$ cat src/rtl/elevator_request_scheduler.sv
// Elevator request scheduler: collects floor calls into a pending bitmap, picks the
// next target with a SCAN sweep, hands it to the controller and retires it on arrival.
// A door dwell follows each stop; dispatch is held off while weight/door alerts are up.
module elevator_request_scheduler #(
   parameter int unsigned NUM_FLOORS   = 16,
   parameter int unsigned FLOOR_W      = 4,
   parameter int unsigned DWELL_CYCLES = 8
) (
   input  logic                  clock,
   input  logic                  reset,
   input  logic                  call_valid,
   input  logic [FLOOR_W-1:0]    call_floor,
   input  logic [FLOOR_W-1:0]    cur_floor,
   input  logic                  complete,
   input  logic                  weight_alert,
   input  logic                  door_alert,
   output logic [FLOOR_W-1:0]    request_floor,
   output logic                  request_valid,
   output logic                  sweep_up,
   output logic [NUM_FLOORS-1:0] pending,
   output logic [4:0]            pending_count,
   output logic                  call_err
);

   localparam int unsigned DwellW = (DWELL_CYCLES > 1) ? $clog2(DWELL_CYCLES) : 1;
   localparam logic [DwellW-1:0] DwellLoad = DwellW'(DWELL_CYCLES - 1);

   typedef enum logic [2:0] {
      StIdle,
      StSelect,
      StWaitDone,
      StDwell,
      StHold
   } state_e;

   state_e                  state_q, state_d;
   logic [NUM_FLOORS-1:0]   pending_q, pending_d;
   logic [4:0]              count_q, count_d;
   logic [FLOOR_W-1:0]      req_floor_q, req_floor_d;
   logic                    req_valid_q, req_valid_d;
   logic                    sweep_q, sweep_d;
   logic                    err_q, err_d;
   logic [DwellW-1:0]       dwell_q, dwell_d;

   logic                    call_ok;
   logic                    retire;
   logic                    alert;
   logic                    any_pending;
   logic                    at_cur;
   logic                    found_up;
   logic                    found_dn;
   logic [FLOOR_W-1:0]      up_floor;
   logic [FLOOR_W-1:0]      dn_floor;

   assign call_ok     = call_valid && (int'(call_floor) < int'(NUM_FLOORS));
   assign retire      = (state_q == StWaitDone) && complete && (cur_floor == req_floor_q);
   assign alert       = weight_alert || door_alert;
   assign any_pending = |pending_q;

   // Nearest pending floor above and below the cabin, plus a hit at the cabin itself.
   always_comb begin
      at_cur   = 1'b0;
      found_up = 1'b0;
      found_dn = 1'b0;
      up_floor = '0;
      dn_floor = '0;
      // Descending scan: last hit is the lowest floor above the cabin.
      for (int i = int'(NUM_FLOORS) - 1; i >= 0; i--) begin
         if (pending_q[i] && (i > int'(cur_floor))) begin
            found_up = 1'b1;
            up_floor = FLOOR_W'(i);
         end
      end
      // Ascending scan: last hit is the highest floor below the cabin.
      for (int i = 0; i < int'(NUM_FLOORS); i++) begin
         if (pending_q[i] && (i < int'(cur_floor))) begin
            found_dn = 1'b1;
            dn_floor = FLOOR_W'(i);
         end
         if (pending_q[i] && (i == int'(cur_floor))) begin
            at_cur = 1'b1;
         end
      end
   end

   // Pending bitmap update: capture in-range calls, retire wins over a same-cycle call.
   always_comb begin
      pending_d = pending_q;
      err_d     = call_valid && !call_ok;
      for (int i = 0; i < int'(NUM_FLOORS); i++) begin
         if (call_ok && (int'(call_floor) == i)) begin
            pending_d[i] = 1'b1;
         end
         if (retire && (int'(req_floor_q) == i)) begin
            pending_d[i] = 1'b0;
         end
      end
   end

   // Population count of the next bitmap so the registered count tracks pending exactly.
   always_comb begin
      count_d = '0;
      for (int i = 0; i < int'(NUM_FLOORS); i++) begin
         count_d = count_d + 5'(pending_d[i]);
      end
   end

   // Dispatch FSM next-state and registered outputs.
   always_comb begin
      state_d     = state_q;
      req_floor_d = req_floor_q;
      req_valid_d = req_valid_q;
      sweep_d     = sweep_q;
      dwell_d     = dwell_q;
      unique case (state_q)
         StIdle: begin
            if (any_pending) state_d = StSelect;
         end
         StSelect: begin
            if (alert) begin
               state_d = StHold;
            end else if (!any_pending) begin
               state_d = StIdle;
            end else begin
               state_d     = StWaitDone;
               req_valid_d = 1'b1;
               if (at_cur) begin
                  req_floor_d = cur_floor;
               end else if (sweep_q) begin
                  if (found_up) begin
                     req_floor_d = up_floor;
                  end else begin
                     sweep_d     = 1'b0;
                     req_floor_d = dn_floor;
                  end
               end else begin
                  if (found_dn) begin
                     req_floor_d = dn_floor;
                  end else begin
                     sweep_d     = 1'b1;
                     req_floor_d = up_floor;
                  end
               end
            end
         end
         StWaitDone: begin
            if (retire) begin
               req_valid_d = 1'b0;
               dwell_d     = DwellLoad;
               state_d     = StDwell;
            end
         end
         StDwell: begin
            if (dwell_q == '0) begin
               if (alert)            state_d = StHold;
               else if (any_pending) state_d = StSelect;
               else                  state_d = StIdle;
            end else begin
               dwell_d = dwell_q - 1'b1;
            end
         end
         StHold: begin
            req_valid_d = 1'b0;
            if (!alert) state_d = any_pending ? StSelect : StIdle;
         end
         default: state_d = StIdle;
      endcase
   end

   // State and output registers; reset takes effect immediately, without a clock.
   always_ff @(posedge clock or posedge reset) begin
      if (reset) begin
         state_q     <= StIdle;
         pending_q   <= '0;
         count_q     <= '0;
         req_floor_q <= '0;
         req_valid_q <= 1'b0;
         sweep_q     <= 1'b1;
         err_q       <= 1'b0;
         dwell_q     <= '0;
      end else begin
         state_q     <= state_d;
         pending_q   <= pending_d;
         count_q     <= count_d;
         req_floor_q <= req_floor_d;
         req_valid_q <= req_valid_d;
         sweep_q     <= sweep_d;
         err_q       <= err_d;
         dwell_q     <= dwell_d;
      end
   end

   assign request_floor = req_floor_q;
   assign request_valid = req_valid_q;
   assign sweep_up      = sweep_q;
   assign pending       = pending_q;
   assign pending_count = count_q;
   assign call_err      = err_q;

endmodule
$ cat config.mk
export PLATFORM = sky130hd
export DESIGN_NAME = elevator_request_scheduler
export DESIGN_NICKNAME = d
export VERILOG_FILES = /design/src/rtl/elevator_request_scheduler.sv
export SDC_FILE = /design/constraint.sdc
export NUM_CORES = 1
export LEC_CHECK = 0
export ABC_AREA = 1
export CORE_ASPECT_RATIO = 0.5
export CORE_MARGIN = 1.5
export CORE_UTILIZATION = 55
export DETAILED_ROUTE_END_ITERATION = 6
export HOLD_SLACK_MARGIN = 0.12
export PLACE_DENSITY = 0.88
export RECOVER_POWER = 50
export SLEW_MARGIN = 20
export SYNTH_ARGS = -nofsm -noshare
export SYNTH_HDL_FRONTEND = slang
export SYNTH_SLANG_ARGS = --single-unit
$ cat constraint.sdc
create_clock -name clock -period 6.19 [get_ports clock]
set_clock_uncertainty 0.1 [all_clocks]
set_input_delay 0.619 -clock clock [delete_from_list [all_inputs] [get_ports clock]]
set_output_delay 0.619 -clock clock [all_outputs]
set_load 0.03 [all_outputs]
Word-level counts from Yosys, hierarchy flattened
Cells that the tools add are included.
{ "totals": {"inputBits": 14, "elab_cells": 336, "out_inout_bits": 28, "reg_bits": 33} }
{ "op_classes": {"reduce_logical": 94, "n_eq_ne": 57, "add_sub_neg": 16, "bitwise": 2, "order_cmp": 30, "muxes": 130} }
{ "op_table": {"columns": ["operator", "n"], "rows": [
  ["2-to-1 mux 4 bit", 32],
  ["2-to-1 mux 1 bit", 86],
  ["logical AND 1 bit", 80],
  ["== test 4 bit (second input constant)", 16],
  ["adder 5 x 1 -> 5 bit", 11],
  ["== test 4 x 3 -> 1 bit (second input constant)", 8],
  ["== test 4 bit (first input constant)", 8],
  ["> comparator 4 bit (first input constant)", 8],
  ["< comparator 4 bit (first input constant)", 7],
  ["2-to-1 mux 3 bit", 8],
  ["== test 3 x 4 -> 1 bit (first input constant)", 4],
  ["== test 4 x 2 -> 1 bit (second input constant)", 4],
  ["> comparator 3 x 4 -> 1 bit (first input constant)", 4],
  ["< comparator 3 x 4 -> 1 bit (first input constant)", 4],
  ["OR reduction 16 bit", 1],
  ["case mux 3 bit (5 select lines)", 1],
  ["inequality test 2 bit (second input constant)", 7],
  ["logical NOT 4 bit", 3],
  ["AND reduction 4 bit", 3],
  ["== test 2 x 4 -> 1 bit (first input constant)", 2],
  ["== test 4 x 1 -> 1 bit (second input constant)", 2],
  ["> comparator 2 x 4 -> 1 bit (first input constant)", 2],
  ["< comparator 1 x 4 -> 1 bit (first input constant)", 2],
  ["< comparator 2 x 4 -> 1 bit (first input constant)", 2],
  ["other kinds (20)", 24]
]} }

Logic depth before layout (Yosys ltp)
{ "depth": {"ltp_word": 20, "mapped_depth": 22} }

Worst setup path after synthesis
Ideal clock, no wire load.
{ "synth_path": {"path_kind": "input to register", "start": "in cur_floor[3]", "end": "reg count_q[2], in the netlist pending_count[2]", "setup_slack_ns": 1.342, "setup_time_ns": 0.124, "arrival_time_ns": 4.625, "path_stages": 19, "path_cell_list": "buf_6 -> inv_2 -> buf_6 -> o21ai_1 -> a2111oi_0 -> nand2_1 -> nor3_2 -> inv_2 -> o21ai_1 -> fa_1 -> inv_1 -> fa_1 -> fa_1 -> inv_1 -> fa_1 -> inv_1 -> ha_1 -> fa_1 -> xor2_1"} }
{ "synth_via": {"elab_chain_len": 19, "word_cells_on_any_way": 49, "cone_classes": "15 x add/sub; 1 x eq/ne; 16 x mux; 17 x reduce/logical"} }
{ "synth_rtl": {"columns": ["element", "line", "source"], "rows": [
  ["from (decl)", "13", "input logic [FLOOR_W-1:0] cur_floor,"],
  ["== test 4 bit *", "56", "assign retire = (state_q == StWaitDone) && complete && (cur_floor == req_floor_q);"],
  ["logical AND 1 bit *", "56", null],
  ["logical AND 1 bit", "94", "if (retire && (int'(req_floor_q) == i)) begin"],
  ["2-to-1 mux 1 bit", "94", null],
  ["adder 1 x 1 -> 2 bit", "104", "count_d = count_d + 5'(pending_d[i]);"],
  ["adder 2 x 1 -> 3 bit", "104", null],
  ["adder 3 x 1 -> 4 bit", "104", null],
  ["adder 4 x 1 -> 5 bit", "104", null],
  ["adder 5 x 1 -> 5 bit (10 in a row)", "104", null],
  ["adder 5 x 1 -> 5 bit *", "104", null],
  ["net count_d[2]", "38", "logic [4:0] count_q, count_d;"],
  ["to (signal assigned)", "184", "count_q <= count_d;"],
  ["to (decl)", "38", null]
]} }
The timed path passes the listed nets; every way through them passes the cells marked *.
A chain may end at the register's enable or synchronous reset.

Worst setup path after layout
{ "layout_path": {"start": "in cur_floor[3]", "end": "reg count_q[2], in the netlist pending_count[2]"} }
{ "layout_via": {"word_cells_on_any_way": 49, "cone_classes": "15 x add/sub; 1 x eq/ne; 16 x mux; 17 x reduce/logical"} }
{ "layout_lines": {"columns": ["element", "line", "source"], "rows": [
  ["== test 4 bit", "56", null],
  ["logical AND 1 bit", "56", null],
  ["logical AND 1 bit", "94", null],
  ["2-to-1 mux 1 bit", "94", null],
  ["net pending_d[11]", "37", "logic [NUM_FLOORS-1:0] pending_q, pending_d;"],
  ["adder 5 x 1 -> 5 bit (5 in a row)", "104", null],
  ["net count_d[2]", "38", null]
]} }
The timed path passes the listed nets, and every way through them passes these cells.

==> flow_summary.toml <==
[placement]
hpwl_um = 7020
port-buffer-count = 40
gp_congestion = 1.02

[clock_network]
cts_tree = "built"
postCtsSetupBuffers = 0
clockBufferDepth = 2
insertion_delay_ns = 0.28
htree_num_levels = 2
cts_sinks = 33
cts_buffers = 5
cts_resized = 0
clkSlewWorstSetupHoldPaths_ns = 0.06
root_buffer = "clkbuf_8"
cts_hold_buf = 0

[synthesis]
synth-seq-cells = 33
synthArstFlopShare = 1.00
syn_avg_cell_area_um2 = 6.87
postSynthCellCount = 399
synth.distinct_cells = 42
synth_nets = 430
yosysWarnings = 0
ys.flop_type = "dfrtp_1"
synth_edf_count = 0
syn_area_mm2 = 0.00274
seq_area_frac_synth = 0.302

[routing]
dr.first_iter.drc_count = 291
drc_errors = 0
final_antenna_net_count = 0
first_pass_iters = 6
wire_per_inst_um = 17.1
viasPerCell = 5.70
vias = 2903
drt-total-wl_um = 8710

[flow_run]
drv_cap = 0

[floorplan]
die_height_um = 52.9
fp.dieArea_mm2 = 0.00544
floorplan.rows = 17
top_level_ports = 42
fp.dieW_um = 103
start_util = 0.597
coreArea_mm2 = 0.00459

[grt]
antenna_found_initial = 0
grt_usage = 0.348
grt_max_degree = 22
grt_pass1_vias = 2795
overflow = 0
grt_pass1_wl_um = 13700

[sta]
slew_viol_final = 0
timing.fmax_ghz = 0.178
setup_violations = 0
rsz0062_at_grt = "false"
period_share = 0.909
worst_pin_slew_ns = 1.11
setup-tns-final_ns = 0
hold_slack_ns = 0.398
max_slew_margin = 0.263
hold_viol = 0
fin_crit_ns = 5.63

[finish]
n_antenna_cell = 0
nets = 474
drive_gt1_frac = 0.0700
syn_to_final_growth_pct = 20.3

[power_and_ir_drop]
max-vdd-ir-drop_mv = 0.517
power_density_mw_per_mm2 = 485
p_leak_uw = 0.00166

[min_path]
hp-class = "reg2reg"

[setup_path]
cpMostUsedCell = "fa_1"
path_cells = "clkdlybuf4s50_1 -> inv_2 -> o21ai_1 -> a2111oi_0 -> nand2_1 -> nor3_1 -> a21oi_1 -> fa_1 -> fa_1 -> fa_1 -> inv_1 -> fa_1 -> inv_1 -> ha_1 -> fa_1 -> xor2_1"
setup.worst_path.end_class = "flip-flop"
slowest_stage = "fa_1"
cp_max_fo = 11
cpPeakStageDelay_ns = 0.61
critPathKind = "in2reg"
crit_buf_inv = 4
startpoint_type = "primary input"
crit_required_ns = 6.25
critPathArrivalTime_ns = 5.69
crit_family = "adder cells"

[run_status]
status = "finished, final reports clean"
## cell usage in the layout, fill, tap and decap left out, types with 2 or more instances in the layout
cell type	instances
o21ai_1	8
inv_2	9
nand4_1	4
o31ai_1	3
clkbuf_8	5
nand2_1	90
o211ai_1	3
o21ai_0	18
nor2_1	48
ha_1	7
o21ai_2	2
fa_1	10
dfrtp_1	32
inv_1	70
a22oi_1	2
clkdlybuf4s50_1	26
a21oi_1	26
nor4_1	4
nor2_2	3
dlygate4sd3_1	14
nor3_1	6
a31oi_1	9
xor2_1	3
nand3_1	18
nor3_2	3
## sequential cells by signal (all words and copies together), names as in the netlist
name           flops
request_valid      1
state_q            3
dwell_q            3
pending           16
request_floor      4
sweep_up           1
pending_count      5
## metal layers
| metal | up-vias | GRT usage | routed length (um) |
|---|---|---|---|
| met5 | - | 0 | 0 |
| met4 | 0 | 0.113 | 183 |
| met3 | 25 | 0.0872 | 904 |
| li1 | 1377 | - | - |
| met1 | 1323 | 0.441 | 3530 |
| met2 | 178 | 0.594 | 4090 |
## Yosys cell counts (4+ instances only)
library cell,number,area (um2)
inv_1,70,263
nand4_1,4,25.0
o21ai_0,18,90.1
nand2_1,90,338
o21ai_1,8,40.0
a21oi_1,26,130
nor2_1,48,180
ha_1,7,87.6
nor4_1,4,25.0
dfrtp_1,32,801
nand3_1,18,90.1
inv_2,9,33.8
nor3_1,6,30.0
fa_1,10,200
a31oi_1,9,56.3
## where the power goes
part	internal, uW	switching, uW
combinational	381	628
clock	117	75.3
sequential	303	94.8
## layout make-up
| class | instances | area (um2) |
|---|---|---|
| Inverter | 79 | 297 |
| Fill cell | 394 | 1300 |
| Clock buffer | 5 | 68.8 |
| Sequential cell | 33 | 827 |
| Tap cell | 66 | 82.6 |
| Multi-Input combinational cell | 283 | 1580 |
| Timing Repair Buffer | 41 | 404 |
| Clock inverter | 2 | 35.0 |
## worst register-to-register path, delay by kind of cell (launching register included)
kind	cells	cell delay, ns
buf+inv	4	0.26
compound gates	2	0.56
fa+ha+maj	6	2.69
simple gates	4	0.96
xor+xnor	1	0.16
flops	1	0.41
## path summary, 6_finish.rpt
kind                                         from  slack (ns)  cells past startpoint                            to
min reg2reg                dwell_q[0]$_DFFE_PP0P_        0.40                      1        dwell_q[0]$_DFFE_PP0P_
max                                  cur_floor[3]        0.56                     16    pending_count[2]$_DFF_PP0_
min                        dwell_q[0]$_DFFE_PP0P_        0.40                      1        dwell_q[0]$_DFFE_PP0P_
min in group asynchronous                   reset        0.68                      2         pending[10]$_DFF_PP0_
max in group asynchronous                   reset        3.94                      3  request_floor[0]$_DFFE_PP0P_
max reg2reg                state_q[2]$_DFFE_PP0P_        0.95                     17    pending_count[2]$_DFF_PP0_
## per-stage QoR
step | utilization | std cells | setup WS [ns] | power [uW] | instance area, um2
finish | 0.718 | 509 | 0.561 | 1600 | 3300
global route | 0.718 | 509 | 0.268 | 1720 | 3300
CTS | 0.719 | 509 | 0.613 | 1600 | 3300
detailed placement | 0.696 | 502 | 0.319 | 1410 | 3200
global placement | 0.696 | 502 | 0.601 | 1320 | 3200
floorplan | - | 399 | 1.34 | 1050 | 2740
## logic make-up after synthesis
logic type / count (synthesis) / share of synthesized area
AO/OA/AOI/OAI: 81 / 0.175
XOR/XNOR: 3 / 0.00959
adder cells (fa/ha/maj): 17 / 0.105
buffers and inverters: 83 / 0.120
flip-flops: 33 / 0.302
other: 1 / 0.00137
AND/OR/NAND/NOR: 181 / 0.287
Note: power is estimated with default switching activity, not from simulation.
